### config.mk
export PLATFORM = sky130hd
export DESIGN_NAME = systolic_array_ctrl
export DESIGN_NICKNAME = d
export VERILOG_FILES = /design/src/rtl/systolic_array_ctrl.sv
export SDC_FILE = /design/constraint.sdc
export NUM_CORES = 1
export LEC_CHECK = 0
export CAP_MARGIN = 20
export CORE_ASPECT_RATIO = 1.5
export CORE_UTILIZATION = 50
export CTS_CLUSTER_SIZE = 14
export DETAILED_ROUTE_END_ITERATION = 6
export PLACE_DENSITY = 0.7
export SYNTH_ARGS = -nofsm -noshare
export SYNTH_HDL_FRONTEND = slang
export SYNTH_SLANG_ARGS = --single-unit
### constraint.sdc
create_clock -name clk -period 27.8 [get_ports clk]
set_input_delay 5.56 -clock clk [delete_from_list [all_inputs] [get_ports clk]]
set_output_delay 5.56 -clock clk [all_outputs]
set_load 0.05 [all_outputs]
### src/rtl/systolic_array_ctrl.sv
// rtl/systolic_array_ctrl.sv - job sequencer for the weight-stationary systolic_array
// Optional stall counter built when SA_CTRL_PERF_CNT_EN is defined.
module systolic_array_ctrl #(
  parameter int SIZE       = 3,
  parameter int DATA_WIDTH = 16,
  parameter int ARRAY_LAT  = 3,
  parameter int FIFO_DEPTH = 8,
  parameter int MAX_VECS   = 255
) (
  input  logic                            clk,
  input  logic                            rst,
  input  logic                            cmd_valid,
  output logic                            cmd_ready,
  input  logic [$clog2(MAX_VECS+1)-1:0]   cmd_num_vecs,
  input  logic                            w_valid,
  output logic                            w_ready,
  input  logic [DATA_WIDTH-1:0]           w_data,
  input  logic                            in_valid,
  output logic                            in_ready,
  input  logic [SIZE*DATA_WIDTH-1:0]      in_data,
  output logic                            sa_load_weights,
  output logic [DATA_WIDTH-1:0]           sa_weight_data,
  output logic [$clog2(SIZE*SIZE)-1:0]    sa_weight_mem,
  output logic                            sa_start,
  output logic [SIZE*DATA_WIDTH-1:0]      sa_in_data,
  input  logic [SIZE*DATA_WIDTH-1:0]      sa_out_data,
  output logic                            out_valid,
  input  logic                            out_ready,
  output logic [SIZE*DATA_WIDTH-1:0]      out_data,
  output logic                            busy,
  output logic                            done,
  output logic [31:0]                     stall_cycles
);

  localparam int VW  = $clog2(MAX_VECS+1);
  localparam int WN  = SIZE*SIZE;
  localparam int IW  = $clog2(WN);
  localparam int TL  = ARRAY_LAT+SIZE;
  localparam int PW  = $clog2(FIFO_DEPTH);
  localparam int CW  = $clog2(FIFO_DEPTH+TL+1);
  localparam int VDW = SIZE*DATA_WIDTH;

  typedef enum logic [2:0] {S_IDLE, S_LOAD_W, S_STREAM, S_DRAIN, S_DONE} state_t;

  state_t          state, state_n;
  logic [VW-1:0]   num_vecs_q, issued;
  logic [IW-1:0]   w_idx;
  logic            first_q;
  logic [TL-1:0]   tag;
  logic [CW-1:0]   in_flight, fifo_count;
  logic [PW-1:0]   wr_ptr, rd_ptr;
  logic [VDW-1:0]  fifo_mem [FIFO_DEPTH];
  logic [VDW-1:0]  aligned;
  logic            cmd_fire, w_fire, in_fire, push, pop, credit_ok;

  assign cmd_fire  = cmd_valid & cmd_ready;
  assign w_fire    = w_valid & w_ready;
  assign in_fire   = in_valid & in_ready;
  assign push      = tag[TL-1];
  assign out_valid = (fifo_count != '0);
  assign pop       = out_valid & out_ready;
  assign out_data  = fifo_mem[rd_ptr];
  // Credits cover every vector still inside the array, so a push never finds the FIFO full.
  assign credit_ok = (in_flight + fifo_count) < CW'(FIFO_DEPTH);

  always_comb begin
    state_n         = state;
    cmd_ready       = 1'b0;
    w_ready         = 1'b0;
    in_ready        = 1'b0;
    sa_load_weights = 1'b0;
    sa_weight_data  = '0;
    sa_weight_mem   = '0;
    sa_start        = 1'b0;
    busy            = 1'b0;
    done            = 1'b0;
    case (state)
      S_IDLE: begin
        cmd_ready = ~rst;
        if (cmd_valid && !rst) state_n = S_LOAD_W;
      end
      S_LOAD_W: begin
        busy            = 1'b1;
        w_ready         = 1'b1;
        sa_load_weights = w_valid;
        sa_weight_data  = w_data;
        sa_weight_mem   = w_idx;
        if (w_valid && w_idx == IW'(WN-1))
          state_n = (num_vecs_q == '0) ? S_DRAIN : S_STREAM;
      end
      S_STREAM: begin
        busy     = 1'b1;
        sa_start = first_q;
        in_ready = (issued < num_vecs_q) && credit_ok;
        if (issued == num_vecs_q) state_n = S_DRAIN;
      end
      S_DRAIN: begin
        busy = 1'b1;
        if (tag == '0 && fifo_count == '0) state_n = S_DONE;
      end
      S_DONE: begin
        done    = 1'b1;
        state_n = S_IDLE;
      end
      default: state_n = S_IDLE;
    endcase
  end

  always_ff @(posedge clk or posedge rst) begin
    if (rst) begin
      state      <= S_IDLE;
      num_vecs_q <= '0;
      issued     <= '0;
      w_idx      <= '0;
      first_q    <= 1'b0;
      tag        <= '0;
      in_flight  <= '0;
    end else begin
      state   <= state_n;
      first_q <= (state == S_LOAD_W) && (state_n == S_STREAM);
      tag     <= {tag[TL-2:0], in_fire};
      if (cmd_fire) begin
        num_vecs_q <= cmd_num_vecs;
        issued     <= '0;
        w_idx      <= '0;
      end else begin
        if (in_fire && issued != '1) issued <= issued + 1'b1;
        if (w_fire && w_idx != '1)   w_idx  <= w_idx + 1'b1;
      end
      case ({in_fire, push})
        2'b10:   in_flight <= in_flight + 1'b1;
        2'b01:   in_flight <= in_flight - 1'b1;
        default: in_flight <= in_flight;
      endcase
    end
  end

  always_ff @(posedge clk or posedge rst) begin
    if (rst) begin
      wr_ptr     <= '0;
      rd_ptr     <= '0;
      fifo_count <= '0;
      for (int k = 0; k < FIFO_DEPTH; k++) fifo_mem[k] <= '0;
    end else begin
      if (push) begin
        fifo_mem[wr_ptr] <= aligned;
        wr_ptr           <= wr_ptr + 1'b1;
      end
      if (pop) rd_ptr <= rd_ptr + 1'b1;
      if (push && !pop)      fifo_count <= fifo_count + 1'b1;
      else if (pop && !push) fifo_count <= fifo_count - 1'b1;
    end
  end

  // Lane i is delayed i cycles past the lane-0 register; bubbles shift in zeros.
  for (genvar i = 0; i < SIZE; i++) begin : g_skew
    logic [DATA_WIDTH-1:0] sk [0:i];
    always_ff @(posedge clk or posedge rst) begin
      if (rst) begin
        for (int k = 0; k <= i; k++) sk[k] <= '0;
      end else begin
        sk[0] <= in_fire ? in_data[i*DATA_WIDTH +: DATA_WIDTH] : '0;
        for (int k = 1; k <= i; k++) sk[k] <= sk[k-1];
      end
    end
    assign sa_in_data[i*DATA_WIDTH +: DATA_WIDTH] = sk[i];
  end

  // Result lane j arrives j cycles after lane 0; SIZE-j registers line all lanes up on the push cycle.
  for (genvar j = 0; j < SIZE; j++) begin : g_deskew
    logic [DATA_WIDTH-1:0] dl [0:SIZE-1-j];
    always_ff @(posedge clk or posedge rst) begin
      if (rst) begin
        for (int k = 0; k <= SIZE-1-j; k++) dl[k] <= '0;
      end else begin
        dl[0] <= sa_out_data[j*DATA_WIDTH +: DATA_WIDTH];
        for (int k = 1; k <= SIZE-1-j; k++) dl[k] <= dl[k-1];
      end
    end
    assign aligned[j*DATA_WIDTH +: DATA_WIDTH] = dl[SIZE-1-j];
  end

`ifdef SA_CTRL_PERF_CNT_EN
  logic [31:0] stall_q;
  always_ff @(posedge clk or posedge rst) begin
    if (rst) begin
      stall_q <= '0;
    end else if (cmd_fire) begin
      stall_q <= '0;
    end else if (((state == S_STREAM) && in_valid && !in_ready) || (out_valid && !out_ready)) begin
      if (stall_q != '1) stall_q <= stall_q + 1'b1;
    end
  end
  assign stall_cycles = stall_q;
`else
  assign stall_cycles = '0;
`endif

endmodule

Word-level counts from Yosys, hierarchy flattened
Index checks and enable logic that the tools add are counted.
- flip-flop bits (word level): 620
- latch bits: 0
- bits in writable memories: 0
- ROM bits: 0
- input port bits: 126
- word-level logic and storage cells: 116
- memories kept: 0
- add/sub/neg operators: 9
- multiply operators: 0
- divide/modulo/power cells: 0
- order comparisons: 5
- equal/unequal tests: 11
- shifts and indexed selects: 0
- mux-type cells: 31
- bitwise logic cells: 7
- reductions and logical operators: 23
- operators with widths (operator ; count):
    bitwise mux 384 bit ; 1
    binary-select mux 48 bit (select 3 bit) ; 1
    demux 48 bit (select 3 bit) ; 1
    two-way mux 48 bit ; 3
    two-way mux 16 bit ; 4
    two-way mux 4 bit ; 5
    two-way mux 8 bit ; 2
    adder 4 x 1 -> 4 bit (second input constant) ; 3
    two-way mux 3 bit ; 4
    one-hot mux 3 bit (4 select lines) ; 1
    logical AND 1 bit ; 10
    == test 3 x 2 -> 1 bit (second input constant) ; 3
    adder 8 x 1 -> 8 bit (second input constant) ; 1
    == test 8 bit ; 1
    >= comparator 4 bit (second input constant) ; 2
    logical NOT 8 bit ; 1
    < comparator 8 bit ; 1
    two-way mux 1 bit ; 8
    != test 8 bit (second input constant) ; 1
    NOT 3 -> 4 bit ; 2
    one-hot mux 4 bit (2 select lines) ; 1
    nonzero test 2 bit ; 4
    subtractor 4 x 1 -> 4 bit (second input constant) ; 2
    adder 3 x 1 -> 3 bit (second input constant) ; 2
    other kinds (17) ; 22

Longest topological paths before layout
- depth after elaboration: 8
- gate-level depth with buffers: 15
- gate-level depth less buffers: 14

Worst setup path after synthesis
No wires, ideal clock.
- kind: input port to output port
- from: in rst
- to: out cmd_ready
- arrival: 7118 ps
- required time: 22240 ps
- path slack: 15122 ps
- stages on the path: 1
- path buffers: 0
- cell sequence: nor4_1
- longest elaborated chain between the ends: 2
- RTL lines (what ; line ; RTL):
    start, declared ; 11 ; input logic rst,
    NOT 1 bit ; 79 ; cmd_ready = ~rst;
    two-way mux 1 bit ; 77 ; case (state)
    end, declared ; 13 ; output logic cmd_ready,
No other way between the ends.

Final worst setup path
Same ends and word-level chain as after synthesis.

==> key figures <==
Clocking
  – CTS max path bufs: 3
  – Post-CTS sizing: 0
  – Clk slew on worst S/H paths: about 0.060 ns
  – CTS HTree Levels: 2
  – CTS Buf Count: slightly below 60
  – Clock Sinks: 620
  – Clock root cell: clkbuf_16
  – CTS tree: done
  – Post-CTS Hold Buffers: 0
  – Post-CTS Setup Inserts: 0
  – Clock Latency Late Sink: between 0.6 and 0.7 ns

Pwr
  – Flop pwr share: between 40% and 50%
  – Static leakage power: ~14 nW
  – Logic pwr share: between 20 and 25%
  – P_sw: approximately 0.00073 W
  – Peak supply drop: 0.0716 mV
  – Clock share of power: about a third
  – Switching share of power: a little under 30%
  – Pwr Density: ~82 nW/um^2
  – Internal power: about 0.0017 W

Setup path
  – Required time of the critical path: around 22 ns
  – Worst setup SP type: input port
  – Worst EP arrival: approximately 7.3 ns
  – FF-to-FF setup slack: between 20 and 25 ns
  – Crit path capture type: output pin
  – Crit path kind: in2out
  – CP max FO: 3

Yosys
  – Area contributors post-synth: dfrtp_1 62%, mux2_2 20%, mux4_2 8.6%
  – Top FF cell, synth: dfrtp_1
  – Yosys top cell area share: 61.9%
  – Seq cells post-synth: just over 600
  – Asr flop ratio synth: 100%
  – Number of synthesized flops with an enable pin: 0
  – Synth Instances: 1555
  – Synthesized area per cell: 16.1 um^2
  – Yosys Warn Count: 0
  – Leading area contributor after synthesis: dfrtp_1
  – Netlist cell types: 43
  – Sequential share of the synthesized area: roughly three fifths
  – Cell Area, Synth: 25100 um^2

Drt
  – Vias: roughly 13000
  – DR pass1 iterations: 5
  – Post-DR vias/cell: between 5 and 6
  – Wire per inst: about 20 um
  – Routed Antenna Nets: 0
  – DRC viols: 0
  – Total length of routed wires: about 50000 um
  – DR iter-0 viols: around 500

Final layout
  – Area occupied by multi-input gates: approximately 8800 um^2
  – Share of layout cells above drive strength 1: between 30% and 40%
  – Area Growth Syn to Fin: 19.9%
  – Design area: 30100 um^2
  – Nets: approximately 1900
  – # fillers: between 3000 and 4000
  – Register Area: 15500 um^2

Global routing
  – First-pass GRT wire length: just over 80000 um
  – Grt ovf: 0
  – Total Routing Usage GR: between 20% and 30%
  – Number of global-route vias before repair: about 15000
  – Initial antenna violation count: 0
  – Largest net degree at the start of global routing: slightly above 200

Outcome
  – Status: finished, final reports clean

STA
  – Period utilization: a little under half
  – Min cycle time layout: 12.87 ns
  – Worst hold margin: ~0.34 ns
  – RSZ-0062 raised after global routing: no
  – Slew headroom: 27.5%
  – Final setup vio count: 0
  – Final hold violations: 0
  – F_max: roughly 0.08 GHz
  – Slew @ Worst Pin: 1.09 ns
  – Slew Viols, Final: 0
  – Final clock skew: ~0.020 ns
  – Total negative slack: 0 ns

Die
  – Die X: 185 um
  – Core Box Area: a little under 50000 um^2
  – Initial core utilization: 50.6%
  – Die Span Y: ~280 um
  – Ports: between 200 and 300
  – Rows: 100
  – Die area: ~50000 um^2

Run
  – Max_cap viols: 0

Worst hold path
  – Worst Hold Class: reg2reg

Place
  – Placed inst area: 28000 um^2
  – Post-DP HPWL: about 30000 um
  – Routability cong.: 0.778
  – I/O Buffers: 249
## final timing paths
| kind | startpoint | endpoint | depth (start not counted) |
|---|---|---|---|
| setup reg to reg | fifo_count[1] | in_flight[3] | 13 |
| hold / removal | g_skew[2].sk[36] | g_skew[2].sk[20] | 0 |
| max in group asynchronous | rst | fifo_mem[257] | 6 |
| hold reg to reg | g_skew[2].sk[36] | g_skew[2].sk[20] | 0 |
| setup / recovery | rst | cmd_ready | 3 |
| min in group asynchronous | rst | in_flight[3] | 2 |
## routing by layer
layer | share of wire [%] | vias up | GRT usage, %
li1 | - | 5894 | -
met1 | 40 | 7064 | 25.6
met2 | 53 | 289 | 36.6
met3 | 4.9 | 68 | 4.21
met4 | 2.3 | 0 | 6.17
met5 | 0 | - | 0
## power groups by stage
stage / Sequential, W / Combinational (W) / Clock, W
after floorplan: 0.00104 / 0.000451 / 0
after global routing: 0.00108 / 0.000610 / 0.000893
after CTS: 0.00107 / 0.000575 / 0.000857
after detailed placement: 0.00109 / 0.000572 / 0
final: 0.00107 / 0.000567 / 0.000833
after global placement: 0.00108 / 0.000564 / 0
## cells in the mapped netlist (3+ instances only)
cell type / number
nor2_1: 18
inv_1: 19
nor3b_1: 4
buf_4: 66
o21ai_0: 15
mux4_2: 96
and3_1: 3
buf_1: 23
buf_2: 6
nor4_1: 3
nand3_1: 10
clkbuf_1: 51
ha_1: 21
a21oi_1: 7
nand4b_1: 4
xnor2_1: 11
xor2_1: 8
dfrtp_1: 620
mux2_2: 435
and2_1: 70
nand2_1: 27
nand4_1: 4
nor3_1: 4
nor2b_1: 4
## kinds of logic after synthesis
logic type	Yosys count	share of synthesized area, %
xor+xnor	19	0.664
compound gates	33	0.808
fa+ha+maj	23	1.21
buf+inv	165	3.49
simple gates	161	3.69
flops	620	61.9
other cells	1	0.0150
mux	533	28.2
## cells in the final DEF, fill, tap and decap left out, types with 3 or more instances in the layout
cell type / instances
dfrtp_1: 617
mux2_2: 435
clkdlybuf4s50_1: 249
mux4_2: 96
and2_1: 70
clkbuf_16: 61
conb_1: 32
nand2_1: 27
buf_4: 26
ha_1: 21
inv_1: 18
nor2_1: 18
o21ai_0: 15
clkbuf_8: 13
clkbuf_1: 13
xnor2_1: 11
nand3_1: 10
clkinv_2: 10
xor2_1: 8
a21oi_1: 7
bufinv_16: 7
nand4b_1: 4
nor2b_1: 4
nand4_1: 4
nor3b_2: 3
nor4_1: 3
and3_1: 3
## critical path, stage by stage
cell and delay, ns:
clkdlybuf4s50_1 0.51, nor4_1 0.35, clkdlybuf4s50_1 0.88
## layout make-up
cell class | instances | share of cell area (%)
tap | 663 | 2.76
clock buffer | 87 | 5.84
sequential | 620 | 51.7
timing repair buffer | 278 | 9.19
antenna | 1 | 0.00833
multi-input combinational | 801 | 29.4
clock inverter | 19 | 0.920
inverter | 19 | 0.262
## metrics by stage
stage                     utilization [%]  worst slack (ns)  power (W)  instances
final                                60.7             14.93    0.00247       2488
after global routing                 60.7             14.83    0.00259       2487
after CTS                            60.5             14.92    0.00250       2484
after detailed placement             56.4             14.94    0.00166       2378
after global placement               56.4             14.95    0.00164       2378
after floorplan                         -              4.88    0.00149       1586
## flip-flops by register name (all words and copies together), names as in the netlist, 4 cells and up
signal,count
num_vecs_q,8
aligned,32
sa_in_data,32
in_flight,4
tag,6
fifo_count,4
g_deskew.dl,64
w_idx,4
fifo_mem,384
g_skew.sk,64
issued,8
No activity file was read; power rests on OpenSTA's default activity.
